**config.mk**
```make
export PLATFORM = sky130hd
export DESIGN_NAME = clk_div_prog
export DESIGN_NICKNAME = d
export VERILOG_FILES = /design/src/rtl/clk_div_prog.sv
export SDC_FILE = /design/constraint.sdc
export NUM_CORES = 1
export LEC_CHECK = 0
export ABC_AREA = 1
export BUFFER_PORTS_ARGS = -buffer_cell sky130_fd_sc_hd__buf_4
export CAP_MARGIN = 0
export CORE_UTILIZATION = 55
export CTS_CLUSTER_DIAMETER = 100
export CTS_CLUSTER_SIZE = 16
export DETAILED_ROUTE_END_ITERATION = 16
export GPL_TIMING_DRIVEN = 0
export PLACE_DENSITY = 0.7
export SETUP_SLACK_MARGIN = 0.15
export SLEW_MARGIN = 20
export SYNTH_ARGS = -nofsm -noshare
export SYNTH_HDL_FRONTEND = slang
export SYNTH_SLANG_ARGS = --single-unit
```
**constraint.sdc**
```tcl
create_clock -name i_ref_clk -period 3 [get_ports i_ref_clk]
set_input_delay 0.15 -clock i_ref_clk [delete_from_list [all_inputs] [get_ports i_ref_clk]]
set_output_delay 0.15 -clock i_ref_clk [all_outputs]
set_load 0.02 [all_outputs]
```
**src/rtl/clk_div_prog.sv**
```systemverilog
// Programmable integer clock divider, ratio 2..2^W-1, near-50% duty.
// Ratio changes take effect only at period boundaries; 0/1 or !en bypass.
module clk_div_prog #(
  parameter int RATIO_WIDTH = 8
) (
  input  logic                   i_ref_clk,
  input  logic                   i_rst_n,
  input  logic                   i_clk_en,
  input  logic [RATIO_WIDTH-1:0] i_div_ratio,
  output logic                   o_div_clk,
  output logic                   o_tick,
  output logic                   o_ratio_upd
);

  localparam int W = RATIO_WIDTH;

  typedef enum logic {
    IDLE,
    RUN
  } state_e;

  state_e         state_q;
  logic [W-1:0]   ratio_q;
  logic [W-1:0]   cnt_q;
  logic [W-1:0]   cnt_d;
  logic [W-1:0]   hi_len;
  logic           div_q;
  logic           tick_q;
  logic           upd_q;
  logic           ratio_ok;
  logic           at_end;

  assign ratio_ok = i_div_ratio >= W'(2);
  assign hi_len   = ratio_q - (ratio_q >> 1);
  assign cnt_d    = cnt_q + W'(1);
  assign at_end   = cnt_q == ratio_q - W'(1);

  always_ff @(posedge i_ref_clk or negedge i_rst_n) begin
    if (!i_rst_n) begin
      state_q <= IDLE;
      ratio_q <= '0;
      cnt_q   <= '0;
      div_q   <= 1'b0;
      tick_q  <= 1'b0;
      upd_q   <= 1'b0;
    end else begin
      unique case (state_q)
        IDLE: begin
          ratio_q <= i_div_ratio;
          cnt_q   <= '0;
          div_q   <= 1'b0;
          tick_q  <= 1'b0;
          upd_q   <= 1'b0;
          if (i_clk_en && ratio_ok) begin
            state_q <= RUN;
            div_q   <= 1'b1;
            tick_q  <= 1'b1;
          end
        end
        RUN: begin
          if (!i_clk_en) begin
            state_q <= IDLE;
            cnt_q   <= '0;
            div_q   <= 1'b0;
            tick_q  <= 1'b0;
            upd_q   <= 1'b0;
          end else if (at_end) begin
            if (!ratio_ok) begin
              state_q <= IDLE;
              cnt_q   <= '0;
              div_q   <= 1'b0;
              tick_q  <= 1'b0;
              upd_q   <= 1'b0;
            end else begin
              ratio_q <= i_div_ratio;
              cnt_q   <= '0;
              div_q   <= 1'b1;
              tick_q  <= 1'b1;
              upd_q   <= i_div_ratio != ratio_q;
            end
          end else begin
            // cnt_d never exceeds ratio_q-1 here, so no wrap
            cnt_q  <= cnt_d;
            div_q  <= cnt_d < hi_len;
            tick_q <= 1'b0;
            upd_q  <= 1'b0;
          end
        end
        default: state_q <= IDLE;
      endcase
    end
  end

  assign o_div_clk   = (state_q == RUN) ? div_q : i_ref_clk;
  assign o_tick      = tick_q;
  assign o_ratio_upd = upd_q;

endmodule

```
### Word level (Yosys, flattened, before mapping)

Cells that the tools add are included.

* logic and storage cells: 42
* bits of input ports: 11
* output and inout port bits: 3
* register bits after elaboration: 20

* reductions and logical operators: 2
* add/sub/neg operators: 3
* magnitude comparators: 2
* multiplexer cells: 23
* bitwise logic cells: 1
* eq/ne operators: 5

Operator list (number)
* 8-bit two-way mux: 5
* 8-bit one-hot mux with 2 select lines: 2
* 1-bit two-way mux: 12
* 8-bit by 1-bit adder with 8-bit output, second input constant: 1
* 8-bit equality test: 1
* 8-bit by 2-bit greater-or-equal comparator with 1-bit output, second input constant: 1
* 8-bit less-than comparator: 1
* 8-bit inequality test: 1
* 1-bit one-hot mux with 2 select lines: 4
* 8-bit by 1-bit subtractor with 8-bit output, second input constant: 1
* 8-bit by 7-bit subtractor with 8-bit output: 1
* 2-bit by 1-bit inequality test with 1-bit output, second input constant: 2
* 3-bit AND reduction: 1
* 2-bit inequality test, second input constant: 1
* 1-bit logical AND: 1
* 1-bit NOT: 1

### Logic depth before layout (Yosys ltp)

Gate-level depths: netlist of run 1.

* word-level depth: 5
* depth in mapped cells: 17
* gate-level depth less buffers: 17

==> summary.txt, run 1 <==
Synth
  • Cell variety after synth: 27
  • Post-Syn Area: 1850 um^2
  • Seq/Total Area, Yosys: 27.1%
  • Post-Synthesis Cells: 266
  • Yosys warns: 0
  • Mean Syn Cell Area: 6.94 um^2
  • Syn Nets: 301
  • #FFs+latches synth: 20

Cells and area
  • Layout area overhead: 18.8%
  • Post-layout instance area: 2190 um^2
  • Fin nets: 333
  • Final Util: 70.1%
  • Layout cells sized above 1: 15.2%
  • N_diodes: 0

Clock network
  • TritonCTS clock tree: yes
  • Clock Latency Late Sink: 430 ps
  • Clk pin slew, worst setup/hold paths: 140 ps

STA
  • Fmax: 0.376 GHz
  • Endpoints failing setup: 0
  • Endpoints failing hold: 0
  • Fin Hold WS: 42.4 ps
  • Worst Clk Skew: 14.8 ps
  • Pins Over Slew Limit: 0
  • Final min period: 2660 ps
  • RSZ-0062 raised after global routing: no
  • Slew Limit Headroom: 65.5%
  • Worst Max-Slew Pin Slew: 517 ps
  • Setup TNS: 0 ps
  • Final worst path period share: 88.6%

Worst setup path
  • Reg2reg end: div_q
  • Delay-heaviest family, CP: adder cells
  • CP max stage cell: dfrtp_2
  • CP endpoint kind: register
  • Arrival time worst endpoint: 3010 ps
  • Crit path buf inv count: 3
  • Critical Path RT: 3350 ps
  • Startpoint types: register
  • Max incr delay on CP: 450 ps
  • RR Startpoint: ratio_q[0]
  • Reg-to-reg slack, setup: 340 ps
  • Setup CP Type: register to register
  • Worst-path cell chain: inv_2 > ha_1 > inv_1 > fa_1 > nand3_2 > nand2_1 > nand2_1 > nand2_1 > a21oi_2 > xor2_1 > ha_1 > nand2_1 > o21a_1 > o21ai_0 > nand3_1 > nand2_1 > inv_1
  • CP Max Fanout: 4
  • Most frequent CP cell: nand2_1
  • Worst R2R Path Depth: 17

Routing
  • Residual DRC: 0
  • DRT Wirelength: 4080 um
  • Number of DRC markers in iteration 0: 60
  • Via count: 1640
  • Via density per instance: 4.81
  • Drt first pass iters: 4
  • Routed wire per std cell: 12.0 um
  • Antenna viol nets, final: 0

Placed design
  • Half-perimeter wire length after placement: 3050 um
  • Gpl congestion: 0.881
  • Post-Place Cell Area: 2000 um^2
  • Port Buffers: 13

Floorplan
  • Chip width: 59.9 um
  • Core footprint: 3130 um^2
  • Starting density of the core: 59.0%
  • # rows: 20
  • Die area: 3590 um^2
  • Top Ports: 14
  • Die Ht: 59.9 um

Global route
  • Global-route wire length before repair: 6510 um
  • Number of global-route vias before repair: 1491
  • Initial antenna violation count: 0
  • Total track usage: 24.8%
  • Total global routing overflow: 0
  • Pin count of the biggest net entering global routing: 21

Power
  • PD cells: 515 nW/um^2
  • Total power: 1.13 mW
  • Reg power frac: 28.7%
  • Leakage Power: 1.25 nW
  • Comb pwr share: 44.2%
  • Switching power: 0.444 mW
  • Clock power frac: 27.1%
  • Peak supply drop: 0.268 mV
  • Sw Share: 39.3%
  • Pint: 0.685 mW

Worst hold path
  • Min-delay src: i_clk_en
  • Worst hold endpoint: state_q
  • WHS Path Cells: 5
  • Hold WC Path Type: input pin to register

Run
  • Max-cap viol count: 0

Status
  • Status: complete, no violations
through the flow:
stage | cells | setup slack (ps)
finish | 341 | 341
global route | 341 | 159
CTS | 339 | 241
detailed placement | 323 | 277
global placement | 323 | 288
floorplan | 266 | 592
tightest hold or removal path: cells and delay by family:
kind | cells | cell delay, ps
buffers and inverters | 2 | 130
and+or+nand+nor | 3 | 170
synth_stat cells, drive strengths merged:
cell	number	area share (%)
inv	43	8.7
xnor2	6	2.8
buf	1	0.61
nor3	4	1.7
nand2	96	20
nor4	1	0.34
a21oi	10	2.7
nand4	2	1.0
ha	23	16
xor2	9	4.3
nor2	12	2.7
nand3b	1	0.41
o211ai	1	0.41
fa	1	1.1
nand3	24	6.5
dfrtp	20	27
a21boi	1	0.41
o21ai	4	1.1
clkbuf	2	0.47
o21a	3	1.2
or2	2	0.68
state kept, by name (all words and copies together), names as in the netlist:
| name | flops |
|---|---|
| cnt_q | 8 |
| ratio_q | 8 |
| div_q | 1 |
| o_ratio_upd | 1 |
| o_tick | 1 |
| state_q | 1 |
how the worst max path moves through the flow:
| stage | start | endpoint | slack [ps] | cells past startpoint |
|---|---|---|---|---|
| 2_1_floorplan | ratio_q[0] | div_q | 590 | 17 |
| 3_3_place_gp | ratio_q[0] | div_q | 290 | 17 |
| 3_5_place_dp | ratio_q[0] | div_q | 280 | 16 |
| 4_1_cts | ratio_q[0] | div_q | 240 | 17 |
| 5_1_grt | ratio_q[3] | div_q | 160 | 15 |
| 6_report | ratio_q[0] | div_q | 340 | 17 |
placed cells by master (no fill, tap or decap), drive strengths merged:
master / instances
o21ai: 4
nor2: 12
inv: 43
a21oi: 10
nand2: 96
nor4: 1
buf: 16
or2: 2
clkbuf: 8
bufinv: 1
dfrtp: 20
o211ai: 1
xor2: 9
nor3: 4
o21a: 3
a21boi: 1
fa: 1
nand3: 24
xnor2: 6
dlygate4sd3: 9
nand4: 2
nand3b: 1
ha: 23
power by group through the flow:
stage                     combinational, mW  clock, mW  sequential [mW]
after global routing                  0.572      0.324            0.328
after global placement                0.459     0.0159            0.330
after detailed placement              0.472     0.0159            0.330
final                                 0.499      0.306            0.324
after floorplan                       0.365    0.00981            0.322
after CTS                             0.484      0.312            0.325
repair_timing:
item | 4_1_cts | 5_1_grt
setup endpoints to repair | 0 | 1
hold buffers | 9 | 0
gates resized for setup | 0 | 6
setup buffers | 0 | 2
hold endpoints to repair | 28 | 0
cell families (layout without fill, tap and decap cells):
logic type	count (synthesis)	in the layout	share of synthesized area, %
simple gates	142	142	33.4
buf+inv	46	77	9.83
fa+ha+maj	24	24	16.7
flops	20	20	27.1
compound gates	19	19	5.83
xor+xnor	15	15	7.12
metal layers:
| layer | up-vias | share of wire [%] | GRT usage [%] |
|---|---|---|---|
| li1 | 889 | - | - |
| met1 | 719 | 51 | 35.3 |
| met2 | 27 | 46 | 38.4 |
| met3 | 5 | 2.4 | 2.38 |
| met4 | 0 | 1.1 | 9.97 |
| met5 | - | 0 | 0 |
layout make-up:
type                       instances  area, um^2
timing repair buffer              23         195
clock buffer                       7        52.6
inverter                          43         161
sequential                        20         505
buffer                             3        20.0
fill                             285         936
multi-input combinational        200        1170
tap                               44        55.1
clock inverter                     1        30.0
(Power assumes the default switching activity.)
==> inputs of run 2 (changes only) <==
CORE_UTILIZATION = 50   (was 55)
PLACE_DENSITY = 0.64   (was 0.7)
==> run 2 against run 1 <==
Total power increased by 8.8%. Register-to-register slack improved by 70 ps. Worst hold slack improved by 65 ps. Clock-buffer cell count unchanged. Final cell count increased by 0.59%. Sequential cell count unchanged. Largest cell class unchanged.
==> summary.txt, run 2 (synthesized netlist as in run 1, its figures left out) <==
Routing
  • Residual DRC: 0
  • DR WL met3: 145 um
  • DRT Wirelength: 4120 um
  • DR top layer: met4
  • Antenna viol nets, final: 0
  • Drt first pass iters: 4
  • Number of DRC markers in iteration 0: 87
  • Via density per instance: 4.88
  • Met1 wire length: 2080 um
  • Via count: 1674
  • Routed wire per std cell: 12.0 um
  • Met2 wire len: 1850 um

Worst setup path
  • CP endpoint kind: register
  • Max incr delay on CP: 440 ps
  • Arrival time worst endpoint: 2870 ps
  • CP Max Fanout: 4
  • Critical Path RT: 3280 ps
  • Startpoint types: register
  • Most frequent CP cell: nand2_1
  • RR Startpoint: ratio_q[0]
  • Worst-path cell chain: inv_2 > ha_1 > inv_1 > fa_2 > nand3_2 > nand2_1 > nand2_1 > nand2_1 > a21oi_1 > xor2_1 > ha_1 > nand2_1 > o21a_1 > o21ai_1 > nand3_1 > nand2_1 > inv_1
  • CP max stage cell: dfrtp_2
  • Critical path origin: ratio_q[0]
  • Setup CP Type: register to register

Cells and area
  • Commonest non-fill, non-tap cell in the layout: nand2_1
  • Finished Layout Cells: 343
  • Layout area overhead: 21.4%
  • Final Util: 65.1%
  • Commonest cells after routing, fill and taps aside: nand2_1, inv_1, nand3_1, ha_1
  • Layout cells sized above 1: 16.2%
  • Post-layout instance area: 2240 um^2
  • N_diodes: 0
  • Leading registers by flop count: cnt_q x8, ratio_q x8
  • Fin nets: 333

Worst hold path
  • Min-delay src: i_clk_en
  • Hold WC Path Type: input pin to register

STA
  • Setup TNS: 0 ps
  • Final worst path period share: 86.3%
  • RSZ-0062 raised after global routing: no
  • Endpoints failing setup: 0
  • Final min period: 2590 ps
  • Fmax: 0.386 GHz
  • Worst Max-Slew Pin Slew: 469 ps
  • Slew Limit Headroom: 68.7%
  • Worst Clk Skew: 8.34 ps
  • Pins Over Slew Limit: 0
  • Endpoints failing hold: 0

Clock network
  • Clock Latency Late Sink: 380 ps
  • Clk pin slew, worst setup/hold paths: 90 ps
  • TritonCTS clock tree: yes

Global route
  • Initial antenna violation count: 0
  • Total track usage: 23.3%
  • Number of global-route vias before repair: 1545
  • Total global routing overflow: 0
  • Global-route wire length before repair: 7000 um
  • Pin count of the biggest net entering global routing: 21

Floorplan
  • Die area: 3940 um^2
  • Core footprint: 3440 um^2
  • Die Ht: 62.8 um
  • Top Ports: 14
  • Starting density of the core: 53.6%
  • # rows: 21
  • Chip width: 62.8 um

Power
  • Leakage Power: 1.26 nW
  • Total power: 1.23 mW
  • Peak supply drop: 0.292 mV
  • PD cells: 549 nW/um^2

Placed design
  • Half-perimeter wire length after placement: 3130 um
  • Post-Place Cell Area: 2000 um^2
  • Port Buffers: 13
  • Placed cell count: 325
  • Gpl congestion: 0.836

Status
  • Status: complete, no violations

Run
  • Max-cap viol count: 0
run 2: cell types whose count changed in the layout (fill, tap and decap cells not counted):
cell and change:
a21oi_2 +1, dfrtp_2 +1, clkbuf_4 -6, a21oi_1 -1, dfrtp_1 -1, clkbuf_8 +6
o21ai_0 -1, fa_2 +1, fa_1 -1, o21ai_1 +1
run 2: power by group:
| group | internal (mW) | switching (mW) | leakage [nW] |
|---|---|---|---|
| sequential | 0.294 | 0.0309 | 0.252 |
| clock | 0.270 | 0.132 | 0.0674 |
| combinational | 0.207 | 0.294 | 0.941 |
| total | 0.771 | 0.458 | 1.26 |
run 2: final timing paths:
path                                   end  slack, ps  cells after the start
worst min-delay path               state_q        110                      5
min in group asynchronous       ratio_q[0]        190                      2
max in group asynchronous       ratio_q[4]       2580                      2
worst min register to register  ratio_q[6]        590                      2
worst max-delay path                 div_q        410                     17
worst max register to register       div_q        410                     17
run 2: layout make-up:
class | count | area (um^2)
clock inverter | 1 | 30.0
timing repair buffer | 23 | 195
buffer | 3 | 20.0
sequential | 20 | 507
tap | 46 | 57.6
clock buffer | 7 | 90.1
multi-input combinational | 200 | 1180
inverter | 43 | 161
fill | 326 | 1200
run 2: routing by layer:
layer,up-vias,GRT usage [%]
met5,-,0
met2,23,35.2
met3,6,4.56
met1,755,32.3
met4,0,9.59
li1,890,-
run 2: what timing repair did:
item | in CTS | in global routing
endpoints found under the hold margin | 28 | 0
setup buffers | 0 | 2
hold buffers | 9 | 0
setup endpoints to repair | 0 | 1
gates resized for setup | 0 | 10
run 2: metrics by stage:
| stage | hold WS (ps) | setup slack (ps) |
|---|---|---|
| 2_1_floorplan | -146 | 592 |
| 3_3_place_gp | 55.2 | 295 |
| 3_5_place_dp | 56.8 | 275 |
| 4_1_cts | 113 | 243 |
| 5_1_grt | 138 | 173 |
| 6_report | 108 | 412 |
run 2: worst max-delay path: cells and delay by family, from the launching register on:
family,cells,cell delay [ps]
compound gates,3,440
flops,1,440
buf+inv,3,200
simple gates,7,520
fa+ha+maj,3,810
xor+xnor,1,90
